<file path="config.mk">
export PLATFORM = sky130hd
export DESIGN_NAME = star_box_responder_flat
export DESIGN_NICKNAME = d
export VERILOG_FILES = /design/src/rtl/star_box_responder_pkg.sv /design/src/rtl/star_box_responder_if.sv /design/src/rtl/star_box_responder_raster.sv /design/src/rtl/star_box_responder.sv /design/src/flat_wrapper.sv
export SDC_FILE = /design/constraint.sdc
export NUM_CORES = 1
export LEC_CHECK = 0
export CAP_MARGIN = 20
export CORE_ASPECT_RATIO = 0.9
export CORE_MARGIN = 4
export CORE_UTILIZATION = 40
export DETAILED_ROUTE_END_ITERATION = 12
export PLACE_DENSITY_LB_ADDON = 0.15
export SETUP_SLACK_MARGIN = 0.5
export SLEW_MARGIN = 15
export SYNTH_ARGS = -nofsm -noshare
export SYNTH_HDL_FRONTEND = slang
export SYNTH_SLANG_ARGS = --single-unit
</file>
<file path="constraint.sdc">
create_clock -name clk -period 2.5 [get_ports clk]
set_input_delay 0.5 -clock clk [delete_from_list [all_inputs] [get_ports clk]]
set_output_delay 0.5 -clock clk [all_outputs]
set_load 0.005 [all_outputs]
</file>
<file path="src/rtl/star_box_responder_pkg.sv">
// Shared sizes, state/mode encodings and small helpers for the star box responder.
// Image is IMG_W x IMG_H pixels stored row-major in the image RAM.
package star_box_responder_pkg;

    localparam int XSZ     = 3;
    localparam int YSZ     = 3;
    localparam int ADDR_SZ = 6;
    localparam int COL_SZ  = 3;
    localparam int IMG_W   = 6;
    localparam int IMG_H   = 6;

    localparam logic [COL_SZ-1:0] BOX_COL = 3'b100;

    typedef enum logic [1:0] {
        ST_IDLE = 2'b00,
        ST_LOAD = 2'b01,
        ST_SCAN = 2'b10,
        ST_DONE = 2'b11
    } state_t;

    typedef enum logic {
        MODE_DRAW  = 1'b0,
        MODE_CLEAN = 1'b1
    } mode_t;

    function automatic logic [XSZ-1:0] clip_x(input logic [XSZ-1:0] v);
        logic [XSZ-1:0] lim;
        lim = XSZ'(IMG_W - 1);
        return (v > lim) ? lim : v;
    endfunction

    function automatic logic [YSZ-1:0] clip_y(input logic [YSZ-1:0] v);
        logic [YSZ-1:0] lim;
        lim = YSZ'(IMG_H - 1);
        return (v > lim) ? lim : v;
    endfunction

    // Row-major address, wrapped to the RAM address width.
    function automatic logic [ADDR_SZ-1:0] pix_addr(input logic [YSZ-1:0] y,
                                                    input logic [XSZ-1:0] x);
        return ADDR_SZ'(y) * ADDR_SZ'(IMG_W) + ADDR_SZ'(x);
    endfunction

endpackage

</file>
<file path="src/rtl/star_box_responder_if.sv">
// Request/response bundle between the scan FSM (master) and the box responder (slave),
// plus the VGA and image-RAM write buses the responder drives.
interface star_box_responder_if;
    import star_box_responder_pkg::*;

    logic               goDraw;
    logic               goClean;
    logic [YSZ-1:0]     top;
    logic [YSZ-1:0]     bottom;
    logic [XSZ-1:0]     left;
    logic [XSZ-1:0]     right;
    logic [7:0]         vgaX;
    logic [6:0]         vgaY;
    logic [COL_SZ-1:0]  vgaColour;
    logic               plot;
    logic [ADDR_SZ-1:0] memAddr;
    logic [COL_SZ-1:0]  memData;
    logic               memWren;
    logic               doneDraw;
    logic               doneClean;

    modport master (
        output goDraw, goClean, top, bottom, left, right,
        input  vgaX, vgaY, vgaColour, plot, memAddr, memData, memWren, doneDraw, doneClean
    );

    modport slave (
        input  goDraw, goClean, top, bottom, left, right,
        output vgaX, vgaY, vgaColour, plot, memAddr, memData, memWren, doneDraw, doneClean
    );

endinterface

</file>
<file path="src/rtl/star_box_responder_raster.sv">
// Raster x/y walker over an inclusive box: load to a corner, step x fastest,
// wrap x back to left at the right edge and flag the final pixel.
module box_raster_counter
    import star_box_responder_pkg::*;
(
    input  logic           clk,
    input  logic           resetn,
    input  logic           load_i,
    input  logic           step_i,
    input  logic [XSZ-1:0] load_x_i,
    input  logic [YSZ-1:0] load_y_i,
    input  logic [XSZ-1:0] left_i,
    input  logic [XSZ-1:0] right_i,
    input  logic [YSZ-1:0] bottom_i,
    output logic [XSZ-1:0] x_o,
    output logic [YSZ-1:0] y_o,
    output logic           last_o
);

    logic [XSZ-1:0] x_q, x_d;
    logic [YSZ-1:0] y_q, y_d;

    // Next position: load wins over step, otherwise hold.
    always_comb begin
        x_d = x_q;
        y_d = y_q;
        if (load_i) begin
            x_d = load_x_i;
            y_d = load_y_i;
        end else if (step_i) begin
            if (x_q == right_i) begin
                x_d = left_i;
                y_d = y_q + YSZ'(1);
            end else begin
                x_d = x_q + XSZ'(1);
                y_d = y_q;
            end
        end else begin
            x_d = x_q;
            y_d = y_q;
        end
    end

    // Position registers.
    always_ff @(posedge clk) begin
        if (!resetn) begin
            x_q <= '0;
            y_q <= '0;
        end else begin
            x_q <= x_d;
            y_q <= y_d;
        end
    end

    assign x_o    = x_q;
    assign y_o    = y_q;
    assign last_o = (x_q == right_i) && (y_q == bottom_i);

endmodule

</file>
<file path="src/rtl/star_box_responder.sv">
// Services goDraw (box outline to VGA) and goClean (zero the box in image RAM),
// answering each with a one-cycle done pulse.
module star_box_responder
    import star_box_responder_pkg::*;
(
    input  logic                 clk,
    input  logic                 resetn,
    star_box_responder_if.slave  bus
);

    state_t         state_q, state_d;
    mode_t          mode_q, mode_d;
    logic           go_draw_q, go_clean_q;
    logic [YSZ-1:0] top_q, bottom_q;
    logic [XSZ-1:0] left_q, right_q;

    logic [YSZ-1:0] top_clip, bottom_clip;
    logic [XSZ-1:0] left_clip, right_clip;
    logic [XSZ-1:0] x;
    logic [YSZ-1:0] y;
    logic           last_pix;
    logic           draw_rise, clean_rise;
    logic           on_edge;

    logic [7:0]         vga_x;
    logic [6:0]         vga_y;
    logic [COL_SZ-1:0]  vga_col;
    logic               plot;
    logic [ADDR_SZ-1:0] mem_addr;
    logic               mem_wren;
    logic               done_draw;
    logic               done_clean;

    assign top_clip    = clip_y(bus.top);
    assign bottom_clip = clip_y(bus.bottom);
    assign left_clip   = clip_x(bus.left);
    assign right_clip  = clip_x(bus.right);

    assign draw_rise  = bus.goDraw  & ~go_draw_q;
    assign clean_rise = bus.goClean & ~go_clean_q;

    box_raster_counter u_raster (
        .clk      (clk),
        .resetn   (resetn),
        .load_i   (state_q == ST_LOAD),
        .step_i   (state_q == ST_SCAN),
        .load_x_i (left_clip),
        .load_y_i (top_clip),
        .left_i   (left_q),
        .right_i  (right_q),
        .bottom_i (bottom_q),
        .x_o      (x),
        .y_o      (y),
        .last_o   (last_pix)
    );

    // State, mode, request history and the box copy used for the whole scan.
    always_ff @(posedge clk) begin
        if (!resetn) begin
            state_q    <= ST_IDLE;
            mode_q     <= MODE_DRAW;
            go_draw_q  <= 1'b0;
            go_clean_q <= 1'b0;
            top_q      <= '0;
            bottom_q   <= '0;
            left_q     <= '0;
            right_q    <= '0;
        end else begin
            state_q    <= state_d;
            mode_q     <= mode_d;
            go_draw_q  <= bus.goDraw;
            go_clean_q <= bus.goClean;
            if (state_q == ST_LOAD) begin
                top_q    <= top_clip;
                bottom_q <= bottom_clip;
                left_q   <= left_clip;
                right_q  <= right_clip;
            end
        end
    end

    // Next state; only fresh request edges start work, draw has priority.
    always_comb begin
        state_d = state_q;
        mode_d  = mode_q;
        case (state_q)
            ST_IDLE: begin
                if (draw_rise) begin
                    state_d = ST_LOAD;
                    mode_d  = MODE_DRAW;
                end else if (clean_rise) begin
                    state_d = ST_LOAD;
                    mode_d  = MODE_CLEAN;
                end else begin
                    state_d = ST_IDLE;
                end
            end
            ST_LOAD: begin
                if ((top_clip > bottom_clip) || (left_clip > right_clip)) begin
                    state_d = ST_DONE;
                end else begin
                    state_d = ST_SCAN;
                end
            end
            ST_SCAN: begin
                if (last_pix) begin
                    state_d = ST_DONE;
                end else begin
                    state_d = ST_SCAN;
                end
            end
            ST_DONE: state_d = ST_IDLE;
            default: state_d = ST_IDLE;
        endcase
    end

    assign on_edge = (x == left_q) || (x == right_q) || (y == top_q) || (y == bottom_q);

    // Outputs decode directly from state, mode and position so they line up with the pixel.
    always_comb begin
        vga_x      = 8'd0;
        vga_y      = 7'd0;
        vga_col    = '0;
        plot       = 1'b0;
        mem_addr   = '0;
        mem_wren   = 1'b0;
        done_draw  = 1'b0;
        done_clean = 1'b0;
        case (state_q)
            ST_SCAN: begin
                if (mode_q == MODE_DRAW) begin
                    vga_x   = 8'(x);
                    vga_y   = 7'(y);
                    plot    = on_edge;
                    vga_col = on_edge ? BOX_COL : '0;
                end else begin
                    mem_wren = 1'b1;
                    mem_addr = pix_addr(y, x);
                end
            end
            ST_DONE: begin
                done_draw  = (mode_q == MODE_DRAW);
                done_clean = (mode_q == MODE_CLEAN);
            end
            default: begin
                plot = 1'b0;
            end
        endcase
    end

    assign bus.vgaX      = vga_x;
    assign bus.vgaY      = vga_y;
    assign bus.vgaColour = vga_col;
    assign bus.plot      = plot;
    assign bus.memAddr   = mem_addr;
    assign bus.memData   = '0;
    assign bus.memWren   = mem_wren;
    assign bus.doneDraw  = done_draw;
    assign bus.doneClean = done_clean;

endmodule

</file>
<file path="src/flat_wrapper.sv">
// flat-port wrapper written by rule: the top's interface ports become plain ports
module star_box_responder_flat import star_box_responder_pkg::*;
  (clk, resetn, bus_goDraw, bus_goClean, bus_top, bus_bottom, bus_left, bus_right, bus_vgaX, bus_vgaY, bus_vgaColour, bus_plot, bus_memAddr, bus_memData, bus_memWren, bus_doneDraw, bus_doneClean);
  star_box_responder_if bus_i ();
  input  logic clk;
  input  logic resetn;
  input wire logic [$bits(bus_i.goDraw)-1:0] bus_goDraw;
  input wire logic [$bits(bus_i.goClean)-1:0] bus_goClean;
  input wire logic [$bits(bus_i.top)-1:0] bus_top;
  input wire logic [$bits(bus_i.bottom)-1:0] bus_bottom;
  input wire logic [$bits(bus_i.left)-1:0] bus_left;
  input wire logic [$bits(bus_i.right)-1:0] bus_right;
  output wire logic [$bits(bus_i.vgaX)-1:0] bus_vgaX;
  output wire logic [$bits(bus_i.vgaY)-1:0] bus_vgaY;
  output wire logic [$bits(bus_i.vgaColour)-1:0] bus_vgaColour;
  output wire logic [$bits(bus_i.plot)-1:0] bus_plot;
  output wire logic [$bits(bus_i.memAddr)-1:0] bus_memAddr;
  output wire logic [$bits(bus_i.memData)-1:0] bus_memData;
  output wire logic [$bits(bus_i.memWren)-1:0] bus_memWren;
  output wire logic [$bits(bus_i.doneDraw)-1:0] bus_doneDraw;
  output wire logic [$bits(bus_i.doneClean)-1:0] bus_doneClean;
  assign bus_i.goDraw = bus_goDraw;
  assign bus_i.goClean = bus_goClean;
  assign bus_i.top = bus_top;
  assign bus_i.bottom = bus_bottom;
  assign bus_i.left = bus_left;
  assign bus_i.right = bus_right;
  assign bus_vgaX = bus_i.vgaX;
  assign bus_vgaY = bus_i.vgaY;
  assign bus_vgaColour = bus_i.vgaColour;
  assign bus_plot = bus_i.plot;
  assign bus_memAddr = bus_i.memAddr;
  assign bus_memData = bus_i.memData;
  assign bus_memWren = bus_i.memWren;
  assign bus_doneDraw = bus_i.doneDraw;
  assign bus_doneClean = bus_i.doneClean;
  star_box_responder u_core (.clk(clk), .resetn(resetn), .bus(bus_i));
endmodule
</file>
==> results.md <==
* Cell Area, Synth at 1730 sq um
* Worst Path Class, Setup: flip-flop to primary output
* Number of global-route vias before repair at 1475
* Final period util at a little over 90%
* Largest net degree at the start of global routing at 19
* Antenna Diode Count at 0
* Final clock skew at 1.32 ps
* Die Ht at 70.3 microns
* Initial core utilization at 41.8%
* GR Util met1 at 20.0%
* Seq cells post-synth at 23
* Maximum VDD drop at 328 uV
* Most frequent cells in the layout: 31 x buf_4, 22 x nor2_1, 17 x dfxtp_1
* Max FO, Critical Path at 3
* RSZ-0062 raised after global routing: true
* Sequential element share of the synthesized area at a little over a quarter
* Fmax at around 0.43 GHz
* Clock latency reported for the late side of the worst-skew pair at 260 ps
* Max-cap viol count at 0
* CTS Hold Bufs at 0
* CTS Sinks at 23
* DRC violations left at 0
* Total core area at 4130 sq um
* Synth cell types at 40
* GR Layer Usage met2 at approximately a quarter
* Clock slew at reported path FFs at 80 ps
* Fin. Hold Viols at 0
* Layout cells sized above 1 at 27.5%
* Final Critical Period at 2330 ps
* GR Util met3 at under 10%
* HPWL after detailed placement at 3040 microns
* Vias per inst at about 5.0
* PortBufs at 32
* DRT Wirelength at 4030 microns
* Setup TNS at 0 ps
* Post-synthesis area per instance at 8.18 sq um
* Leakage power at 1.16 nW
* Hold slack at approximately 510 ps
* DR iter-0 viols at 60
* Worst Path Arrival at 1830 ps
* Die W at 77.2 microns
* GRT overflow at 0
* Mapped Cells at between 200 and 250
* Fin nets at 305
* Routed WL per cell at 12.7 microns
* Routed Antenna Nets at 0
* CTS tree: yes
* Total number of vias at 1581
* Row count at 22
* Area Growth Syn to Fin at 39.3%
* Critical path endpoint category: primary output
* Slew Limit Fails at 0
* IO Count at 47
* Tot GR Track Use at 14.8%
* Num CTS Buffers at 3
* Max clock buf depth at 2
* Antenna violations before repair at 0
* Required time worst endpoint at 2000 ps
* Pre-Repair DR Iteration Count at 4
* Root Driver: clkbuf_8
* Final setup vio count at 0
* CP Launch Type: flip-flop
* H-tree levels at 1
* Pwr per Cell Area at between 800 and 900 nW/um^2
* Status: completed
* Top Usage Layer GRT: met2
* First-pass GRT wire length at 6660 microns
* Most common cell after layout, fill and taps aside: buf_4
* GP Congestion at 0.765
* Final core utilization at 58.2%
* Worst min path class: flip-flop to flip-flop
* Die area at 5430 sq um
* Ys Warns at 0
[stage by stage]
| stage | instances | worst slack (ps) | area, sq um | total power [mW] |
|---|---|---|---|---|
| after global placement | 297 | 88.8 | 2160 | 1.64 |
| after detailed placement | 297 | 57.3 | 2160 | 1.64 |
| final | 317 | 172 | 2400 | 2.10 |
| after global routing | 317 | 85.2 | 2400 | 2.28 |
| after floorplan | 224 | 516 | 1810 | 1.36 |
| after CTS | 316 | 173 | 2340 | 2.04 |
[repair_timing]
action | 4_1_cts | 5_1_grt
gates resized for setup | 48 | 13
setup endpoints to repair | 16 | 11
pin swaps | 12 | 2
hold endpoints to repair | 0 | 0
buffers inserted | 15 | 1
cloned | 0 | 0
[cell type report]
class | count | area (sq um)
fill | 388 | 1730
multi-input combinational | 158 | 1210
timing repair buffer | 65 | 549
sequential | 23 | 470
inverter | 19 | 71.3
tap | 48 | 60.1
clock buffer | 4 | 45.0
[power by group]
group	internal, mW	switching, mW	total, mW	leakage, nW
combinational	0.642	0.669	1.31	0.949
sequential	0.471	0.0906	0.561	0.191
clock	0.114	0.119	0.233	0.0228
[registers in the layout (all words and copies together) (netlist names)]
| register | count |
|---|---|
| u_core.go_draw_q | 1 |
| u_core.u_raster.y_o | 3 |
| u_core.top_q | 3 |
| u_core.u_raster.x_o | 3 |
| u_core.bottom_q | 3 |
| u_core.state_q | 2 |
| u_core.right_q | 3 |
| u_core.mode_q | 1 |
| u_core.go_clean_q | 1 |
| u_core.left_q | 3 |
[worst paths after layout]
check                                      start                               to  slack (ps)  depth (start not counted)
max          u_core.u_raster.y_o[0]$_SDFFE_PN0P_                   bus_memAddr[5]         170                          6
min              u_core.bottom_q[0]$_SDFFE_PN0P_  u_core.bottom_q[0]$_SDFFE_PN0P_         510                          2
max reg2reg  u_core.u_raster.y_o[0]$_SDFFE_PN0P_     u_core.state_q[0]$_SDFF_PN0_         650                         10
min reg2reg      u_core.bottom_q[0]$_SDFFE_PN0P_  u_core.bottom_q[0]$_SDFFE_PN0P_         510                          2
[cell usage after synthesis, drive strengths merged]
library cell   n  share of area (%)
a211o          1               0.51
a211oi         6                2.9
a21o           3                1.3
a21oi         12                3.7
a221oi         1               0.51
a311oi         1               0.51
a31oi          3                1.1
and2           6                2.2
and3           1               0.36
buf           19                8.0
clkbuf         5                1.1
clkinv         1               0.22
conb           1               0.22
dfxtp         23                 27
fa             2                2.3
ha            17                 12
inv           18                3.9
mux2i          6                3.5
nand2         14                3.0
nand3          5                1.7
nand4          1               0.36
nor2          22                4.8
nor2b          6                2.2
nor3           5                1.7
nor3b          1               0.44
o2111a         1               0.65
o21ai          7                2.0
o221ai         2                1.0
o22ai          2               0.73
o31ai          2               0.87
xnor2         11                6.0
xor2           6                3.0
[critical path, stage by stage, from the launching register on]
cell and delay, ps:
dfxtp_2 350, ha_4 160, fa_2 550, nor3b_2 180, xor2_1 150, nor2_1 50, buf_2 120
[per-layer routing]
metal	vias to the layer above	wire length [microns]
met1	718	1930
met2	57	1820
met3	5	231
met5	-	0
li1	801	-
met4	0	48
[cell families after synthesis]
group                      after synthesis  share of synthesized area [%]
muxes                                    6                           3.48
adders and majority gates               19                           14.6
other                                    1                          0.217
and+or+nand+nor                         61                           16.8
xor gates and xnor gates                17                           9.06
AOI/OAI and AO/OA                       41                           15.8
buffers and inverters                   43                           13.3
DFF                                     23                           26.7
(Power assumes the default switching activity.)
